**src/rtl/xvga_timing_pkg.sv**
```systemverilog
// Shared 1024x768@60 raster constants, counter widths and window-decode helper.
package xvga_timing_pkg;

  localparam int unsigned XGA_H_ACTIVE = 1024;
  localparam int unsigned XGA_H_FP     = 24;
  localparam int unsigned XGA_H_SYNC   = 136;
  localparam int unsigned XGA_H_BP     = 160;
  localparam int unsigned XGA_H_TOTAL  = XGA_H_ACTIVE + XGA_H_FP + XGA_H_SYNC + XGA_H_BP;

  localparam int unsigned XGA_V_ACTIVE = 768;
  localparam int unsigned XGA_V_FP     = 3;
  localparam int unsigned XGA_V_SYNC   = 6;
  localparam int unsigned XGA_V_BP     = 29;
  localparam int unsigned XGA_V_TOTAL  = XGA_V_ACTIVE + XGA_V_FP + XGA_V_SYNC + XGA_V_BP;

  // Matches the registered latency of the downstream sprite stages.
  localparam int unsigned XGA_PIPE_DELAY = 3;

  localparam int unsigned COUNT_W_H = 11;
  localparam int unsigned COUNT_W_V = 10;

  function automatic logic in_window(input int unsigned val, input int unsigned lo,
                                     input int unsigned len);
    return (val >= lo) && (val < lo + len);
  endfunction

endpackage

```
**src/rtl/xvga_timing_sync_delay_line.sv**
```systemverilog
// Fixed-depth shift register that realigns sync/blank with pipelined pixel data.
module xvga_timing_sync_delay_line #(
  parameter int unsigned WIDTH = 3,
  parameter int unsigned DEPTH = 3,
  parameter logic [WIDTH-1:0] RST_VAL = '0
) (
  input  logic             pixel_clk,
  input  logic             reset,
  input  logic [WIDTH-1:0] din,
  output logic [WIDTH-1:0] dout
);

  logic [WIDTH-1:0] stage [DEPTH];

  always_ff @(posedge pixel_clk or posedge reset) begin
    if (reset) begin
      for (int i = 0; i < int'(DEPTH); i++) stage[i] <= RST_VAL;
    end else begin
      stage[0] <= din;
      for (int i = 1; i < int'(DEPTH); i++) stage[i] <= stage[i-1];
    end
  end

  assign dout = stage[DEPTH-1];

endmodule

```
**src/rtl/xvga_timing.sv**
```systemverilog
// Raster counter and sync/blank decode for the pixel pipeline, plus delayed syncs.
module xvga_timing
  import xvga_timing_pkg::*;
#(
  parameter int unsigned H_ACTIVE   = XGA_H_ACTIVE,
  parameter int unsigned H_FP       = XGA_H_FP,
  parameter int unsigned H_SYNC     = XGA_H_SYNC,
  parameter int unsigned H_BP       = XGA_H_BP,
  parameter int unsigned V_ACTIVE   = XGA_V_ACTIVE,
  parameter int unsigned V_FP       = XGA_V_FP,
  parameter int unsigned V_SYNC     = XGA_V_SYNC,
  parameter int unsigned V_BP       = XGA_V_BP,
  parameter bit          HSYNC_POL  = 1'b0,
  parameter bit          VSYNC_POL  = 1'b0,
  parameter int unsigned PIPE_DELAY = XGA_PIPE_DELAY
) (
  input  logic                 pixel_clk,
  input  logic                 reset,
  output logic [COUNT_W_H-1:0] hcount,
  output logic [COUNT_W_V-1:0] vcount,
  output logic                 hsync,
  output logic                 vsync,
  output logic                 blank,
  output logic                 hsync_d,
  output logic                 vsync_d,
  output logic                 blank_d,
  output logic                 line_start,
  output logic                 frame_start
);

  localparam int unsigned H_TOTAL = H_ACTIVE + H_FP + H_SYNC + H_BP;
  localparam int unsigned V_TOTAL = V_ACTIVE + V_FP + V_SYNC + V_BP;
  localparam logic [COUNT_W_H-1:0] H_LAST = COUNT_W_H'(H_TOTAL - 1);
  localparam logic [COUNT_W_V-1:0] V_LAST = COUNT_W_V'(V_TOTAL - 1);

  if (H_TOTAL > 2048 || V_TOTAL > 1024 || PIPE_DELAY < 1 || PIPE_DELAY > 15) begin : g_bad_cfg
    $error("xvga_timing: totals exceed counter range or PIPE_DELAY outside 1..15");
  end

  logic [COUNT_W_H-1:0] h_next;
  logic [COUNT_W_V-1:0] v_next;
  logic                 hsync_next;
  logic                 vsync_next;
  logic                 blank_next;
  logic [2:0]           sync_d;

  // Decode from the next counter values so registered flags line up with hcount/vcount.
  always_comb begin
    h_next = hcount + COUNT_W_H'(1);
    v_next = vcount;
    if (hcount == H_LAST) begin
      h_next = '0;
      v_next = (vcount == V_LAST) ? '0 : vcount + COUNT_W_V'(1);
    end
    hsync_next = in_window(32'(h_next), H_ACTIVE + H_FP, H_SYNC) ? HSYNC_POL : ~HSYNC_POL;
    vsync_next = in_window(32'(v_next), V_ACTIVE + V_FP, V_SYNC) ? VSYNC_POL : ~VSYNC_POL;
    blank_next = (32'(h_next) >= H_ACTIVE) || (32'(v_next) >= V_ACTIVE);
  end

  always_ff @(posedge pixel_clk or posedge reset) begin
    if (reset) begin
      hcount      <= '0;
      vcount      <= '0;
      hsync       <= ~HSYNC_POL;
      vsync       <= ~VSYNC_POL;
      blank       <= 1'b0;
      line_start  <= 1'b1;
      frame_start <= 1'b1;
    end else begin
      hcount      <= h_next;
      vcount      <= v_next;
      hsync       <= hsync_next;
      vsync       <= vsync_next;
      blank       <= blank_next;
      line_start  <= (h_next == '0);
      frame_start <= (h_next == '0) && (v_next == '0);
    end
  end

  xvga_timing_sync_delay_line #(
    .WIDTH  (3),
    .DEPTH  (PIPE_DELAY),
    .RST_VAL({~HSYNC_POL, ~VSYNC_POL, 1'b1})
  ) u_sync_delay_line (
    .pixel_clk(pixel_clk),
    .reset    (reset),
    .din      ({hsync, vsync, blank}),
    .dout     (sync_d)
  );

  assign {hsync_d, vsync_d, blank_d} = sync_d;

endmodule

```
**config.mk**
```make
export PLATFORM = sky130hd
export DESIGN_NAME = xvga_timing
export DESIGN_NICKNAME = d
export VERILOG_FILES = /design/src/rtl/xvga_timing_pkg.sv /design/src/rtl/xvga_timing_sync_delay_line.sv /design/src/rtl/xvga_timing.sv
export SDC_FILE = /design/constraint.sdc
export NUM_CORES = 1
export LEC_CHECK = 0
export ABC_AREA = 0
export BUFFER_PORTS_ARGS = -buffer_cell sky130_fd_sc_hd__buf_4
export CAP_MARGIN = 20
export CORE_MARGIN = 10
export CORE_UTILIZATION = 50
export CTS_CLUSTER_DIAMETER = 100
export CTS_CLUSTER_SIZE = 40
export DETAILED_ROUTE_END_ITERATION = 8
export PLACE_DENSITY = 0.72
export SLEW_MARGIN = 0
export SYNTH_ARGS = -nofsm -noshare
export SYNTH_HDL_FRONTEND = slang
export SYNTH_SLANG_ARGS = --single-unit
export TNS_END_PERCENT = 50
```
**constraint.sdc**
```tcl
create_clock -name pixel_clk -period 3.3 [get_ports pixel_clk]
set_clock_uncertainty 0.1 [all_clocks]
set_input_delay 0.165 -clock pixel_clk [delete_from_list [all_inputs] [get_ports pixel_clk]]
set_output_delay 0.165 -clock pixel_clk [all_outputs]
set_load 0.005 [all_outputs]
```
After elaboration in Yosys (flattened, before gate mapping)
Cells that the tools add are included.

Output and inout port bits: 29. Flip-flop bits (word level): 35. Input port bits: 2.

$lt $le $gt $ge: 6. Multiplexer cells: 5. Reductions and logical operators: 6. Equal/unequal tests: 2. Add/sub/neg operators: 2.

Operators by type and width (count): >= comparator 11 bit, second input constant (2); >= comparator 10 bit, second input constant (2); two-way mux 10 bit (2); adder 11 x 1 -> 11 bit, second input constant (1); equality test 11 bit, second input constant (1); zero test 11 bit (1); less-than comparator 11 bit, second input constant (1); two-way mux 11 bit (1); adder 10 x 1 -> 10 bit, second input constant (1); equality test 10 bit, second input constant (1); zero test 10 bit (1); less-than comparator 10 bit, second input constant (1); logical AND 1 bit (3); two-way mux 1 bit (2); logical OR 1 bit (1).

Longest topological paths before layout
Depth in word-level cells: 6. Mapped depth: 9. Depth with buffers taken out: 8.

Hierarchy
From an unflattened synthesis, not the netlist that was laid out.

Cells, all modules: 182. Area total of the unflattened synthesis: 1874.3 µm².

Modules (own cells, without submodules): xvga_timing (cells an instance 169, instances 1, area each 1611.5 µm²); xvga_timing_sync_delay_line (cells an instance 13, instances 1, area each 262.8 µm²).

Worst setup path after synthesis
OpenSTA, ideal clock, no wires.

Path kind: reg2reg. Start point: register hcount[0]. End point: register frame_start. Cell stages (with the launch flop): 9. Data arrival time: 2418 ps. Data required time: 3110 ps. Period minus slack after synthesis: 2608 ps. Path slack: 692 ps. Cell sequence: dfrtp_1 -> ha_1 -> buf_2 -> nand2_1 -> nor4_4 -> nor2_2 -> or3_1 -> or4b_4 -> nor4_2.

Cells in the longest elaborated chain, start to end: 4.

Ends and longest elaborated chain: start: declaration (line xvga_timing.sv:19) `output logic [COUNT_W_H-1:0] hcount,`; start signal: assignment (line xvga_timing.sv:70) `hcount <= h_next;`; adder 11 x 1 -> 11 bit / equality test 11 bit (equally long branches) (line xvga_timing.sv:49, xvga_timing.sv:51); two-way mux 11 bit (*) (line xvga_timing.sv:51) `if (hcount == H_LAST) begin`; net h_next[3] (line xvga_timing.sv:40) `logic [COUNT_W_H-1:0] h_next;`; zero test 11 bit (*) (line xvga_timing.sv:76) `frame_start <= (h_next == '0) && (v_next == '0);`; logical AND 1 bit (*) (line xvga_timing.sv:76); end signal: assignment (line xvga_timing.sv:76); end: declaration (line xvga_timing.sv:28) `output logic frame_start`.

The timed path passes the listed nets; every way through them passes the cells marked *.

Final worst setup path
Start point: register hcount[0]. End point: register frame_start.

Cells in the longest elaborated chain, start to end: 4.

Ends and longest elaborated chain: equality test 11 bit (line xvga_timing.sv:51); two-way mux 10 bit (line xvga_timing.sv:51); net v_next[7] (line xvga_timing.sv:41) `logic [COUNT_W_V-1:0] v_next;`; zero test 10 bit (line xvga_timing.sv:76); logical AND 1 bit (line xvga_timing.sv:76).

The timed path passes the listed nets, and every way through them passes these cells.

==> impl_metrics.toml <==
[outcome]
outcome = "complete, no violations"

[yosys]
netlist_instances = 176
yosysTopAreaCell = "dfrtp_1"
async_flop_share_pct = 100
synth_flop_cell = "dfrtp_1"
syn_area_um2 = 1800
ys_ff_latch = 35
ys_seq_area_share_pct = 49.7
netlist.area_leader.share_pct = 30.6
synth_edf_count = 0
synth_warnings = 0
syn_nets = 182
synthTopCellsByArea = "dfrtp_1 31%, dfstp_2 19%, xnor2_1 4.4%, nand2_1 3.1%, nand3_1 3.1%"
synth.avg_cell_area_um2 = 10.2
synth.distinct_cells = 48

[clock_tree]
clock_latency_ns = 0.34
cts_tree = "done"
cts.sinks = 35
numCtsBuffers = 5
clockBufferDepth = 2
clock-root-buffer = "clkbuf_4"
cts_max_level = 2
clkTransAtPathRegs_ns = 0.10

[finish]
drive_gt1_share_pct = 29.2
num_antenna_cells = 0
multi_input_area_um2 = 831
synthToLayoutAreaGrowth_pct = 18.7
final_area_um2 = 2130
ff_latch_area_um2 = 892
layout.nets = 214
n_fill_cell = 275
finalNonFillerCells = 255

[place]
dpl.hpwl_um = 2950
placed_area_um2 = 2060
dpl.cell_count = 246
place_congestion = 0.875
place_ws_ns = 0.459
portBuffers = 30

[routing]
antenna_left = 0
wl_per_cell_um = 15.5
first_iter_violations = 111
avgViaCountPerCell = 5.68
totalWireLength_um = 3940
vias = 1448
drc = 0
dr.pass1.iters = 4

[run]
cap_viol_max_count = 0

[setup_path]
reg2reg_to = "frame_start"
crit_type = "flip-flop to flip-flop"
cp_max_fo = 14
endpoint = "frame_start"
cp-start-kind = "flip-flop"
arrival_ns = 3.01
reg2reg_setup_slack_ns = 0.44
r2r-start = "hcount[0]"
r2r_cells = 8
crit_start = "hcount[0]"
end_kind = "flip-flop"
worstPathRequired_ns = 3.45

[timing]
worstMarginPinSlew_ns = 0.660
slew_headroom_pct = 56.0
fmax_ghz = 0.350
min_period_ns = 2.86
fin_ws_ns = 0.443
fin_tns_setup_ns = 0
finalSetupViolCount = 0
hold_viol = 0
rsz0062_at_grt = "false"
finalCritPeriodShare_pct = 86.6
slew_violations = 0

[global_routing]
antenna_found_initial = 0
gr-usage-all-layers_pct = 13.2
grt_pass1_vias = 1344
grt.overflow.total = 0
grt_max_degree = 19
grt_pass1_wl_um = 6690

[die]
die_w_um = 79.9
core_area_um2 = 3420
die_h_um = 79.9
boundaryPins = 31
dieArea_um2 = 6390
row_count = 21
initial_core_util_pct = 52.6

[power_and_ir_drop]
power_density_nw_per_um2 = 318
leakagePower_nw = 0.968
p_total_w = 0.000677
vdd_ir_drop_max_mv = 0.219

[hold_path]
min_path_type = "flip-flop to flip-flop"
cell usage after synthesis (2+ instances only):
cell type / n
nand2_1: 15
and4_1: 2
o21ai_0: 11
and4b_1: 2
nand3_1: 11
xor2_1: 3
ha_1: 4
or3_1: 2
a41oi_1: 2
nor2_1: 13
clkbuf_1: 4
nand4_1: 4
or4_1: 2
a21oi_1: 6
and3_2: 2
buf_2: 5
nor3_1: 4
xnor2_1: 9
and3_1: 4
a211o_1: 2
dfrtp_1: 22
dfstp_2: 13
inv_1: 9
where the power goes:
part,switching (W),internal (W),leakage (nW)
clock network,0.000134,0.000103,0.0353
registers,0,0.000429,0.429
logic,0.00000821,0.00000234,0.504
critical path, stage by stage (launching register included):
cell and delay, ns:
dfrtp_1 0.48, ha_1 0.38, nand2_1 0.19, nor4_4 0.28, buf_4 0.25, nand3_1 0.11, xnor2_1 0.17, or3b_2 0.50
nor4_2 0.30
layer usage:
metal,part of all wire [%],vias up,GRT usage [%]
li1,-,704,-
met1,46,694,17.0
met2,43,43,18.4
met3,8.7,7,5.74
met4,1.5,0,6.51
met5,0,-,0
registers in the layout, summed over array words and instances (netlist names):
signal,cells
blank,1
frame_start,1
hcount,11
hsync,1
line_start,1
u_sync_delay_line.dout,3
u_sync_delay_line.stage,6
vcount,10
vsync,1
stage by stage:
stage	hold slack, ns	util [%]
finish	0.252	62.4
global route	0.260	62.4
CTS	0.263	62.4
detailed placement	0.205	60.4
global placement	0.205	60.4
floorplan	0.210	-
cells in the final DEF (no fill, tap or decap), types with 2 or more instances in the layout:
master | Yosys | final
a211o_1 | 2 | 2
a21oi_1 | 6 | 6
a41oi_1 | 2 | 2
and3_1 | 4 | 4
and3_2 | 2 | 2
and4_1 | 2 | 2
and4b_1 | 2 | 2
buf_4 | 0 | 33
clkbuf_4 | 0 | 5
dfrtp_1 | 22 | 22
dfstp_2 | 13 | 13
ha_1 | 4 | 4
inv_1 | 9 | 9
nand2_1 | 15 | 15
nand3_1 | 11 | 11
nand4_1 | 4 | 4
nor2_1 | 13 | 13
nor3_1 | 4 | 4
o21ai_0 | 11 | 11
or3_1 | 2 | 2
or4_1 | 2 | 2
xnor2_1 | 9 | 9
xor2_1 | 3 | 3
logic make-up (layout without fill, tap and decap cells):
kind of cell	after synthesis	in the layout	share of synthesized area, %
compound gates	34	34	13.1
xor+xnor	12	12	5.85
fa+ha+maj	4	4	2.79
buf+inv	18	51	4.11
flops	35	35	49.7
mux	1	1	0.557
simple gates	72	72	24.0
area by class of cell:
cell class | instances | area share (%)
multi-input combinational | 123 | 39.0
timing repair buffer | 34 | 12.1
clock buffer | 7 | 2.58
inverter | 9 | 1.58
sequential | 35 | 41.8
tap | 46 | 2.70
clock inverter | 1 | 0.235
worst min path at each step:
stage | from | cells after the start | to
2_1_floorplan | reset | 1 | blank
3_3_place_gp | reset | 2 | vcount[8]
3_5_place_dp | reset | 2 | vcount[4]
4_1_cts | u_sync_delay_line.stage[4] | 0 | u_sync_delay_line.dout[1]
5_1_grt | u_sync_delay_line.stage[6] | 0 | u_sync_delay_line.stage[3]
6_report | u_sync_delay_line.stage[6] | 0 | u_sync_delay_line.stage[3]
what timing repair did:
item	CTS	global route
hold buffers	1	0
hold endpoints to repair	13	0
setup buffers	0	0
gates resized for setup	0	0
endpoints found under the setup margin	0	0
(Power assumes the default switching activity.)
